### src/rtl/mau_pkg.sv
// Shared encodings for the memory access unit: store/load mode selects,
// access sizes, FSM states and the alignment rule.
package mau_pkg;

   typedef enum logic [1:0] {
      DW_WORD = 2'b00,
      DW_BYTE = 2'b01,
      DW_HALF = 2'b11
   } dw_sel_e;

   typedef enum logic [2:0] {
      DR_WORD  = 3'b000,
      DR_BYTE  = 3'b001,
      DR_HALF  = 3'b010,
      DR_BYTEU = 3'b011,
      DR_HALFU = 3'b100
   } dr_sel_e;

   typedef enum logic [1:0] {
      SZ_BYTE,
      SZ_HALF,
      SZ_WORD
   } acc_size_e;

   typedef enum logic [1:0] {
      S_IDLE,
      S_REQ,
      S_RESP,
      S_ERR
   } mau_state_e;

   // Unlisted select codes (DataWSel 10, DataRSel 101..111) fall back to word.
   function automatic acc_size_e access_size(input logic       we,
                                             input logic [1:0] wsel,
                                             input logic [2:0] rsel);
      acc_size_e sz;
      sz = SZ_WORD;
      if (we) begin
         if (wsel == DW_BYTE)      sz = SZ_BYTE;
         else if (wsel == DW_HALF) sz = SZ_HALF;
      end else begin
         if (rsel == DR_BYTE || rsel == DR_BYTEU)      sz = SZ_BYTE;
         else if (rsel == DR_HALF || rsel == DR_HALFU) sz = SZ_HALF;
      end
      return sz;
   endfunction

   function automatic logic is_misaligned(input logic       we,
                                          input logic [1:0] wsel,
                                          input logic [2:0] rsel,
                                          input logic [1:0] lo);
      logic bad;
      bad = 1'b0;
      case (access_size(we, wsel, rsel))
         SZ_HALF: bad = lo[0];
         SZ_WORD: bad = (lo != 2'b00);
         default: bad = 1'b0;
      endcase
      return bad;
   endfunction

endpackage

### src/rtl/mau_if.sv
// Word-wide req/ack data memory bus. The access unit is the master,
// data memory is the slave.
interface mau_if;
   logic        mem_req;
   logic        mem_we;
   logic [31:0] mem_addr;
   logic [3:0]  mem_be;
   logic [31:0] mem_wdata;
   logic        mem_ack;
   logic [31:0] mem_rdata;

   modport master (
      output mem_req, mem_we, mem_addr, mem_be, mem_wdata,
      input  mem_ack, mem_rdata
   );

   modport slave (
      input  mem_req, mem_we, mem_addr, mem_be, mem_wdata,
      output mem_ack, mem_rdata
   );
endinterface

### src/rtl/mau_lane_align.sv
// Combinational byte-lane handling: store byte enables and lane
// replication, load lane extraction with sign/zero extension.
module mau_lane_align
   import mau_pkg::*;
(
   input  logic        st_we,
   input  logic [1:0]  st_wsel,
   input  logic [1:0]  st_lo,
   input  logic [31:0] st_data,
   output logic [3:0]  st_be,
   output logic [31:0] st_wdata,
   input  logic [2:0]  ld_rsel,
   input  logic [1:0]  ld_lo,
   input  logic [31:0] ld_word,
   output logic [31:0] ld_data
);

   logic [7:0]  ld_byte;
   logic [15:0] ld_half;

   // Store placement: narrow data is replicated so every enabled lane carries it.
   always_comb begin
      st_be    = 4'b1111;
      st_wdata = st_data;
      if (st_we) begin
         case (st_wsel)
            DW_BYTE: begin
               st_be    = 4'b0001 << st_lo;
               st_wdata = {4{st_data[7:0]}};
            end
            DW_HALF: begin
               st_be    = 4'b0011 << st_lo;
               st_wdata = {2{st_data[15:0]}};
            end
            default: begin
               st_be    = 4'b1111;
               st_wdata = st_data;
            end
         endcase
      end
   end

   // Load extraction: pick the addressed lane and extend to 32 bits.
   always_comb begin
      ld_byte = 8'(ld_word >> {ld_lo, 3'b000});
      ld_half = 16'(ld_word >> {ld_lo[1], 4'b0000});
      case (ld_rsel)
         DR_BYTE:  ld_data = {{24{ld_byte[7]}}, ld_byte};
         DR_BYTEU: ld_data = {24'h000000, ld_byte};
         DR_HALF:  ld_data = {{16{ld_half[15]}}, ld_half};
         DR_HALFU: ld_data = {16'h0000, ld_half};
         default:  ld_data = ld_word;
      endcase
   end

endmodule

### src/rtl/mem_access_unit.sv
// Sequential load/store engine between execute and data memory.
// Optional REQ timeout is enabled by defining MAU_TIMEOUT_EN.
//
// state  | meaning
// S_IDLE | waiting for start; also the done cycle of an error completion
// S_REQ  | mem_req held, waiting for mem_ack (or timeout)
// S_RESP | done pulse of a normal completion
// S_ERR  | misaligned or timed-out access, raises done + error next cycle
module mem_access_unit
   import mau_pkg::*;
#(
   parameter int TIMEOUT_CYC = 255
) (
   input  logic        clk,
   input  logic        rst_n,
   input  logic        start,
   input  logic        MemRW,
   input  logic [1:0]  DataWSel,
   input  logic [2:0]  DataRSel,
   input  logic [31:0] addr,
   input  logic [31:0] wdata,
   output logic        busy,
   output logic        done,
   output logic [31:0] rdata_out,
   output logic        err_align,
   output logic        err_timeout,
   mau_if.master       bus
);

   if (TIMEOUT_CYC < 1 || TIMEOUT_CYC > 255) begin : g_bad_timeout
      $error("mem_access_unit: TIMEOUT_CYC must be within 1..255");
   end

   mau_state_e  state;
   logic        op_we;
   logic [2:0]  op_rsel;
   logic [1:0]  op_lo;
   logic [3:0]  st_be;
   logic [31:0] st_wdata;
   logic [31:0] ld_data;

`ifdef MAU_TIMEOUT_EN
   localparam logic [7:0] TO_LAST = 8'(TIMEOUT_CYC - 1);
   logic [7:0] to_cnt;
   logic       to_flag;
   logic       err_to_q;
   assign err_timeout = err_to_q;
`else
   assign err_timeout = 1'b0;
`endif

   // Store side sees the live request so placement can be registered at accept;
   // load side uses the captured mode/offset against the bus read word.
   mau_lane_align u_lane_align (
      .st_we    (MemRW),
      .st_wsel  (DataWSel),
      .st_lo    (addr[1:0]),
      .st_data  (wdata),
      .st_be    (st_be),
      .st_wdata (st_wdata),
      .ld_rsel  (op_rsel),
      .ld_lo    (op_lo),
      .ld_word  (bus.mem_rdata),
      .ld_data  (ld_data)
   );

   // Main FSM with all outputs registered.
   always_ff @(posedge clk or negedge rst_n) begin
      if (!rst_n) begin
         state         <= S_IDLE;
         busy          <= 1'b0;
         done          <= 1'b0;
         err_align     <= 1'b0;
         rdata_out     <= 32'h0;
         op_we         <= 1'b0;
         op_rsel       <= 3'b000;
         op_lo         <= 2'b00;
         bus.mem_req   <= 1'b0;
         bus.mem_we    <= 1'b0;
         bus.mem_addr  <= 32'h0;
         bus.mem_be    <= 4'h0;
         bus.mem_wdata <= 32'h0;
`ifdef MAU_TIMEOUT_EN
         to_cnt        <= 8'h00;
         to_flag       <= 1'b0;
         err_to_q      <= 1'b0;
`endif
      end else begin
         case (state)
            S_IDLE: begin
               done      <= 1'b0;
               err_align <= 1'b0;
`ifdef MAU_TIMEOUT_EN
               err_to_q  <= 1'b0;
`endif
               // busy still high here means this is the done cycle of an error
               // completion; a new start is only taken once that has passed.
               if (busy) begin
                  busy <= 1'b0;
               end else if (start) begin
                  busy         <= 1'b1;
                  op_we        <= MemRW;
                  op_rsel      <= DataRSel;
                  op_lo        <= addr[1:0];
                  bus.mem_addr <= {addr[31:2], 2'b00};
`ifdef MAU_TIMEOUT_EN
                  to_flag      <= 1'b0;
                  to_cnt       <= 8'h00;
`endif
                  if (is_misaligned(MemRW, DataWSel, DataRSel, addr[1:0])) begin
                     state <= S_ERR;
                  end else begin
                     state         <= S_REQ;
                     bus.mem_req   <= 1'b1;
                     bus.mem_we    <= MemRW;
                     bus.mem_be    <= st_be;
                     bus.mem_wdata <= st_wdata;
                  end
               end
            end
            S_REQ: begin
               if (bus.mem_ack) begin
                  bus.mem_req <= 1'b0;
                  bus.mem_we  <= 1'b0;
                  done        <= 1'b1;
                  if (!op_we) rdata_out <= ld_data;
                  state       <= S_RESP;
               end
`ifdef MAU_TIMEOUT_EN
               else if (to_cnt == TO_LAST) begin
                  bus.mem_req <= 1'b0;
                  bus.mem_we  <= 1'b0;
                  to_flag     <= 1'b1;
                  state       <= S_ERR;
               end else begin
                  to_cnt <= to_cnt + 8'd1;
               end
`endif
            end
            S_RESP: begin
               done  <= 1'b0;
               busy  <= 1'b0;
               state <= S_IDLE;
            end
            S_ERR: begin
               done      <= 1'b1;
`ifdef MAU_TIMEOUT_EN
               err_align <= ~to_flag;
               err_to_q  <= to_flag;
`else
               err_align <= 1'b1;
`endif
               state     <= S_IDLE;
            end
            default: state <= S_IDLE;
         endcase
      end
   end

endmodule

### src/flat_wrapper.sv
// flat-port wrapper written by rule: the top's interface ports become plain ports
module mem_access_unit_flat import mau_pkg::*;
#(
   parameter int TIMEOUT_CYC = 255
)
  (clk, rst_n, start, MemRW, DataWSel, DataRSel, addr, wdata, busy, done, rdata_out, err_align, err_timeout, bus_mem_req, bus_mem_we, bus_mem_addr, bus_mem_be, bus_mem_wdata, bus_mem_ack, bus_mem_rdata);
  mau_if bus_i ();
  input  logic clk;
  input  logic rst_n;
  input  logic start;
  input  logic MemRW;
  input  logic [1:0] DataWSel;
  input  logic [2:0] DataRSel;
  input  logic [31:0] addr;
  input  logic [31:0] wdata;
  output logic busy;
  output logic done;
  output logic [31:0] rdata_out;
  output logic err_align;
  output logic err_timeout;
  output wire logic [$bits(bus_i.mem_req)-1:0] bus_mem_req;
  output wire logic [$bits(bus_i.mem_we)-1:0] bus_mem_we;
  output wire logic [$bits(bus_i.mem_addr)-1:0] bus_mem_addr;
  output wire logic [$bits(bus_i.mem_be)-1:0] bus_mem_be;
  output wire logic [$bits(bus_i.mem_wdata)-1:0] bus_mem_wdata;
  input wire logic [$bits(bus_i.mem_ack)-1:0] bus_mem_ack;
  input wire logic [$bits(bus_i.mem_rdata)-1:0] bus_mem_rdata;
  assign bus_mem_req = bus_i.mem_req;
  assign bus_mem_we = bus_i.mem_we;
  assign bus_mem_addr = bus_i.mem_addr;
  assign bus_mem_be = bus_i.mem_be;
  assign bus_mem_wdata = bus_i.mem_wdata;
  assign bus_i.mem_ack = bus_mem_ack;
  assign bus_i.mem_rdata = bus_mem_rdata;
  mem_access_unit #(.TIMEOUT_CYC(TIMEOUT_CYC)) u_core (.clk(clk), .rst_n(rst_n), .start(start), .MemRW(MemRW), .DataWSel(DataWSel), .DataRSel(DataRSel), .addr(addr), .wdata(wdata), .busy(busy), .done(done), .rdata_out(rdata_out), .err_align(err_align), .err_timeout(err_timeout), .bus(bus_i));
endmodule
### config.mk
export PLATFORM = sky130hd
export DESIGN_NAME = mem_access_unit_flat
export DESIGN_NICKNAME = d
export VERILOG_FILES = /design/src/rtl/mau_pkg.sv /design/src/rtl/mau_if.sv /design/src/rtl/mau_lane_align.sv /design/src/rtl/mem_access_unit.sv /design/src/flat_wrapper.sv
export SDC_FILE = /design/constraint.sdc
export NUM_CORES = 1
export LEC_CHECK = 0
export CORE_MARGIN = 8
export CORE_UTILIZATION = 45
export CTS_CLUSTER_SIZE = 24
export DETAILED_ROUTE_END_ITERATION = 8
export GPL_TIMING_DRIVEN = 0
export HOLD_SLACK_MARGIN = 0.06
export PLACE_DENSITY = 0.82
export SYNTH_ARGS = -nofsm -noshare
export SYNTH_HDL_FRONTEND = slang
export SYNTH_SLANG_ARGS = --single-unit
### constraint.sdc
create_clock -name clk -period 2.3 [get_ports clk]
set_input_delay 0.46 -clock clk [delete_from_list [all_inputs] [get_ports clk]]
set_output_delay 0.46 -clock clk [all_outputs]
set_load 0.01 [all_outputs]
==> impl_results.md, run 1 <==
* Outcome: finished clean
* Clk_skew at between 6 and 7 ps
* Post-synth top area cell: dfrtp_1
* Total gr overflow at 0
* Inserted Clock Buffers at 9
* Commonest non-fill, non-tap cell in the layout: clkdlybuf4s50_1
* Row count at 41
* Pin count of the biggest net entering global routing at 63
* Final min period at 2197 ps
* Rel. slew slack at 0.5071
* Yosys warns at 0
* Sequential fraction of the synthesis area at 0.4902
* Antenna cell count at 0
* I/O Buffers at 208
* Synth unique cells at 64
* Startpoint Class: input pin
* Tcrit/Tclk final at 0.9553
* DR iter-0 viols at approximately 400
* First drt pass iteration count at 5
* Top layer in use: met5
* DP Cell Count at 915
* Flop2flop setup slack at 230 ps
* CP arrival at 2430 ps
* Final TNS setup at 0 ps
* ANT nets after route at 0
* Clk buf depth at 2
* Max-slew violation count at 0
* # hold bufs at CTS at 0
* Mean Syn Cell Area at about 11 um^2
* Setup crit end kind: flip-flop
* Fmax at 455.1 MHz
* Most frequent cells in the layout: 201 x clkdlybuf4s50_1, 111 x dfrtp_1, 49 x mux2_2
* Synth top area cells: dfrtp_1 49%, mux2_2 9.7%, mux2i_1 5.3%
* Setup violations, final at 0
* Number of remaining DRC errors at 0
* Worst setup margin at 102.9 ps
* First-pass GRT wire length at about 30000 um
* Worst slew pin tran at roughly 740 ps
* Gr usage total at 0.2365
* Die Height at 128.2 um
* WL met3 at between 2000 and 2500 um
* Synthesis-stage register bit count at around 110
* Initial antenna violation count at 1
* Clk_lat worst skew at 350 ps
* Synth top area share at 0.4902
* VDD IR-drop max at roughly 0.64 mV
* Final Hold Fails at 0
* Post-layout util at 0.6735
* Post-synth top flop: dfrtp_1
* Via count at 5281
* CTS clock-pin slew for the worst setup and hold paths at 70 ps
* Ys async rst share at 1.000
* CP Max Fanout at 10
* DRT Wirelength at 19290 um
* DR WL/cell at 20.66 um
* P&R area growth vs syn at 48.16%
* H-tree levels at 3
* Die W at 128.2 um
* DPL Wire Length at 14680 um
* Post-Place Worst Slack at -1144 ps
* EDFF count, synth at 0
* # clock sinks at 111
* Worst hold path type: in -> async
* Core area at 12470 um^2
* DRT met1 WL at 7139 um
* Clock Tree Root: clkbuf_16
* Layout cells sized above 1 at 0.1470
* Maxcap violations at 0
* CTS tree: built
* RSZ-0062 raised after global routing: no
* CP required at 2540 ps
* Cell Count, Final, Fillers Out at 934
* Met2 wire len at 9375 um
* Vias per cell at 5.654
* Final Power at 10.65 mW
* Final #Nets at 870
* GP Congestion at about 0.9
* I/O pin total at 212
* Die Area at between 15000 and 20000 um^2
* Critical path type: in -> reg
* Vias in the first global route at 5714
* Power Dens Cells at 1269 nW/um^2
* P_leak at between 3 and 4 nW
* Post-Syn Area at 5667 um^2
* Cells after Synth at 532
* Initial core utilization at 0.4546
==> cell type report <==
class	instances	area (um^2)
buffer	41	247.7
clock buffer	12	256.5
clock inverter	3	18.77
fill	968	4070
inverter	14	52.55
multi-input combinational	367	2679
sequential	111	2778
tap	172	215.2
timing repair buffer	214	2148
==> per-stage QoR <==
step | hold WS, ps | instance area (um^2)
detailed placement | 470.0 | 8009
floorplan | 164.4 | 5687
global placement | 460.7 | 7984
finish | 149.9 | 8396
global route | 196.4 | 8396
CTS | 166.7 | 8387
==> kinds of logic after synthesis <==
kind of cell,synth area share
buffers and inverters,0.04416
multiplexers,0.1543
AND/OR/NAND/NOR,0.09583
adder cells (fa/ha/maj),0.01325
other,0.0006618
AO/OA/AOI/OAI,0.1954
XOR/XNOR,0.006184
flip-flops,0.4902
==> worst max-delay path, stage by stage <==
cell and delay, ps:
dlygate4sd2_1 320, buf_6 200, nand3_1 110, o31a_1 160, ha_4 260, o21bai_1 160
o21bai_2 110, buf_4 160, clkbuf_8 150, mux2_2 320
==> layer usage <==
| layer | track usage | vias to the layer above |
|---|---|---|
| li1 | - | 2407 |
| met1 | 0.2575 | 2574 |
| met2 | 0.3996 | 261 |
| met3 | 0.1027 | 37 |
| met4 | 0.08671 | 2 |
| met5 | 0 | - |
==> final timing paths <==
kind | from | endpoint | cells past startpoint
hold reg to reg | u_core.bus.mem_wdata[13]$_DFFE_PN0P_ | u_core.bus.mem_wdata[13]$_DFFE_PN0P_ | 2
setup / recovery | DataWSel[1] | u_core.bus.mem_wdata[6]$_DFFE_PN0P_ | 10
hold / removal | rst_n | u_core.bus.mem_addr[23]$_DFFE_PN0P_ | 1
min in group clk | DataRSel[0] | u_core.op_rsel[0]$_DFFE_PN0P_ | 2
max in group asynchronous | rst_n | u_core.bus.mem_wdata[8]$_DFFE_PN0P_ | 2
setup reg to reg | u_core.state[1]$_DFFE_PN0P_ | u_core.rdata_out[3]$_DFFE_PN0P_ | 6
==> power breakdown <==
group          total, mW  switching, mW  leakage, nW  internal [mW]
logic               5.71           2.68         2.16           3.03
clock network       1.50          0.710        0.138          0.788
registers           3.44          0.552         1.34           2.89
total               10.7           3.95         3.63           6.71
==> timing repair <==
| item | 4_1_cts | 5_1_grt |
|---|---|---|
| setup buffers | 4 | 0 |
| gates resized for setup | 25 | 12 |
| pin swaps | 3 | 2 |
| setup endpoints to repair | 40 | 78 |
| gates cloned | 1 | 0 |
==> state kept, by name (all words and copies together), names as in the netlist, 2 cells and up <==
name / cells
u_core.bus.mem_addr: 30
u_core.op_rsel: 3
u_core.op_lo: 2
u_core.rdata_out: 32
u_core.bus.mem_wdata: 32
u_core.bus.mem_be: 4
u_core.state: 2
==> cells in the mapped netlist, drive strengths merged (7+ instances only) <==
| library cell | instances |
|---|---|
| a21oi | 34 |
| nand2 | 45 |
| nor2 | 34 |
| o21ai | 47 |
| a221o | 17 |
| buf | 26 |
| dfrtp | 111 |
| mux2i | 30 |
| a32o | 7 |
| a32oi | 10 |
| clkbuf | 16 |
| mux2 | 49 |
| inv | 13 |
No activity file was read; power rests on OpenSTA's default activity.
==> run 2: changes to the inputs <==
--- a/config.mk
+++ b/config.mk
@@ -6,12 +6,14 @@
 export NUM_CORES = 1
 export LEC_CHECK = 0
 export CORE_MARGIN = 8
-export CORE_UTILIZATION = 45
+export CORE_UTILIZATION = 40
 export CTS_CLUSTER_SIZE = 24
 export DETAILED_ROUTE_END_ITERATION = 8
 export GPL_TIMING_DRIVEN = 0
 export HOLD_SLACK_MARGIN = 0.06
-export PLACE_DENSITY = 0.82
+export PLACE_DENSITY = 0.77
+export SKIP_CTS_REPAIR_TIMING = 1
+export SLEW_MARGIN = 15
 export SYNTH_ARGS = -nofsm -noshare
 export SYNTH_HDL_FRONTEND = slang
 export SYNTH_SLANG_ARGS = --single-unit
==> constraint.sdc (replaced) <==
create_clock -name clk -period 2 [get_ports clk]
set_input_delay 0.4 -clock clk [delete_from_list [all_inputs] [get_ports clk]]
set_output_delay 0.4 -clock clk [all_outputs]
set_load 0.01 [all_outputs]
==> impl_results.md, run 2 (synthesis gave the netlist of run 1 again) <==
* Most frequent cells in the layout: 200 x clkdlybuf4s50_1, 111 x dfrtp_1, 45 x o21ai_0
* # clock sinks at 111 (unchanged)
* Tcrit/Tclk final at 0.9944
* H-tree levels at 3 (unchanged)
* Core area at 13880 um^2 (+11%)
* CP Max Fanout at 5 (-5)
* Vias per cell at 5.693 (+0.68%)
* Switch share at 0.3724 (+0.001906)
* P&R area growth vs syn at 50.63%
* Slowest cell delay on critical path at 290 ps (-30 ps)
* Clk_skew at 8.673 ps (+1.832 ps)
* GP Congestion at 0.9278 (+4.4%)
* R2R depth at 7 (+1)
* Reg area at 2778 um^2 (unchanged)
* Via count at 5374 (+1.8%)
* Setup crit end kind: flip-flop
* Maxcap violations at 0 (unchanged)
* P_leak at 3.711 nW (+2.1%)
* Int Power at 7.845 mW (+17%)
* Vias in the first global route at 5565 (-2.6%)
* Critical path cell sequence: dlymetal6s2s_1, nor2_1, xor2_1, o21a_1, ha_4, o21bai_4, o21bai_4, buf_6, buf_4, mux2_4
* Reg power frac at 0.318 (-0.005)
* Initial core utilization at 0.4082 (-0.04634)
* Max-slew violation count at 0 (unchanged)
* Clk buf depth at 2 (unchanged)
* Critical path's most frequent cell: o21bai_4
* VDD IR-drop max at 0.8279 mV (+29%)
* DRT Wirelength at 20180 um (+4.6%)
* Rel. slew slack at 0.5042 (-0.002949)
* CP arrival at 2230 ps (-200 ps)
* Clock power share at 0.142 (about the same)
* Area of the multi-input gates at 2755 um^2 (+2.8%)
* I/O pin total at 212 (unchanged)
* First drt pass iteration count at 5 (unchanged)
* Die Area at 18230 um^2 (+11%)
* Post-route cell area at 8536 um^2 (+1.7%)
* CP required at 2250 ps (-290 ps)
* Regs by FF count: u_core.bus.mem_wdata: 32 flops, u_core.rdata_out: 32 flops, u_core.bus.mem_addr: 30 flops
* Clk_lat worst skew at 350 ps (about the same)
* Pin count of the biggest net entering global routing at 60 (-4.8%)
* Final Hold Fails at 0 (unchanged)
* Setup violations, final at 0 (unchanged)
* CTS clock-pin slew for the worst setup and hold paths at 70 ps (about the same)
* Worst hold path type: in -> reg
* Total gr overflow at 0 (unchanged)
* Placed inst area at 8089 um^2 (+1.0%)
* Fill cells at 1145 (+18%)
* Worst setup margin at 11.24 ps (-91.61 ps)
* Number of remaining DRC errors at 0 (unchanged)
* Outcome: finished clean
* Critical path type: in -> reg
* Die Height at 135.0 um (+5.3%)
* Layout cells sized above 1 at 0.1573 (+0.01029)
* Inserted Clock Buffers at 9 (unchanged)
* Initial antenna violation count at 2 (+1)
* Power share of the combinational group at 0.539 (+0.003)
* Post-layout util at 0.6149 (-0.05856)
* Startpoint Class: input pin
* Fmax at ~500 MHz
* Worst slew pin tran at 741.0 ps (+4.408 ps)
* Critical path's slowest cell: mux2_4
* Power Dens Cells at 1464 nW/um^2 (+15%)
* DR WL/cell at 21.38 um (+3.5%)
* RSZ-0062 raised after global routing: yes
* CTS tree: built
* Post-Place Worst Slack at -1249 ps (-104.2 ps)
* DR iter-0 viols at 578 (+41%)
* I/O Buffers at 208 (unchanged)
* Clock Tree Root: clkbuf_16
* Row count at 43 (+4.9%)
* Final #Nets at 871 (+0.11%)
* Hold path depth at 2
* ANT nets after route at 0 (unchanged)
* Commonest non-fill, non-tap cell in the layout: clkdlybuf4s50_1
* Sw power at 4.655 mW (+18%)
* First-pass GRT wire length at 30730 um (+1.1%)
* Die W at 135.0 um (+5.3%)
* Final min period at about 2000 ps
* DPL Wire Length at 15360 um (+4.7%)
* Gr usage total at 0.2149 (-0.02156)
## run 2: cell count changes in the layout (fill, tap and decap cells not counted), moves of 2 or more
cell	change
o21ai_0	+4
mux2_4	+8
buf_2	-4
dlygate4sd2_1	-2
clkinv_2	-2
mux2_2	-8
inv_6	+2
clkbuf_1	-3
o21bai_4	+2
clkbuf_4	+5
o21ai_1	-5
## run 2: critical path, delay by kind of cell
| family | cells | cell delay, ps |
|---|---|---|
| muxes | 1 | 290 |
| AOI/OAI and AO/OA | 3 | 570 |
| xor gates and xnor gates | 1 | 180 |
| buffers and inverters | 3 | 440 |
| and+or+nand+nor | 1 | 130 |
| adders and majority gates | 1 | 220 |
## run 2: metal layers
| layer | track usage | vias to the layer above | part of all wire |
|---|---|---|---|
| li1 | - | 2416 | - |
| met1 | 0.2458 | 2594 | 0.38 |
| met2 | 0.3553 | 312 | 0.48 |
| met3 | 0.08841 | 50 | 0.12 |
| met4 | 0.07465 | 2 | 0.022 |
| met5 | 0 | - | 0.00040 |
## run 2: final cells by class
type,count,share of cell area
well taps,180,0.02639
diodes,1,0.0002932
flip-flops and latches,111,0.3254
inverters,14,0.006157
multi-input cells,367,0.3228
plain buffers,40,0.02917
clock buffers,12,0.03122
repair buffers,216,0.2556
clock inverters,3,0.002932
## run 2: power groups by stage
| stage | logic [mW] | clock network (mW) | registers [mW] |
|---|---|---|---|
| after floorplan | 2.86 | 0 | 4.38 |
| after global placement | 6.42 | 0 | 3.95 |
| after detailed placement | 6.57 | 0 | 4.01 |
| after CTS | 6.60 | 1.81 | 3.98 |
| after global routing | 7.23 | 1.90 | 4.11 |
| final | 6.74 | 1.78 | 3.98 |
## run 2: final timing paths
path,startpoint,endpoint,slack (ps)
worst max register to register,u_core.state[1]$_DFFE_PN0P_,u_core.rdata_out[5]$_DFFE_PN0P_,120
worst max-delay path,DataRSel[1],u_core.bus.mem_wdata[0]$_DFFE_PN0P_,10
worst min register to register,u_core.bus.mem_wdata[20]$_DFFE_PN0P_,u_core.bus.mem_wdata[20]$_DFFE_PN0P_,490
max in group asynchronous,rst_n,u_core.bus.mem_wdata[26]$_DFFE_PN0P_,770
min in group asynchronous,rst_n,u_core.rdata_out[14]$_DFFE_PN0P_,560
worst min-delay path,DataRSel[0],u_core.op_rsel[0]$_DFFE_PN0P_,340
## run 2: metrics by stage
step	TNS (ps)	cells	hold slack [ps]	total power, mW
global route	-575.9	944	336.7	13.25
finish	0	944	335.1	12.50
floorplan	-2717	534	104.4	7.241
detailed placement	-62400	923	387.5	10.57
CTS	-38830	938	6.077	12.40
global placement	-463230	922	460.0	10.36
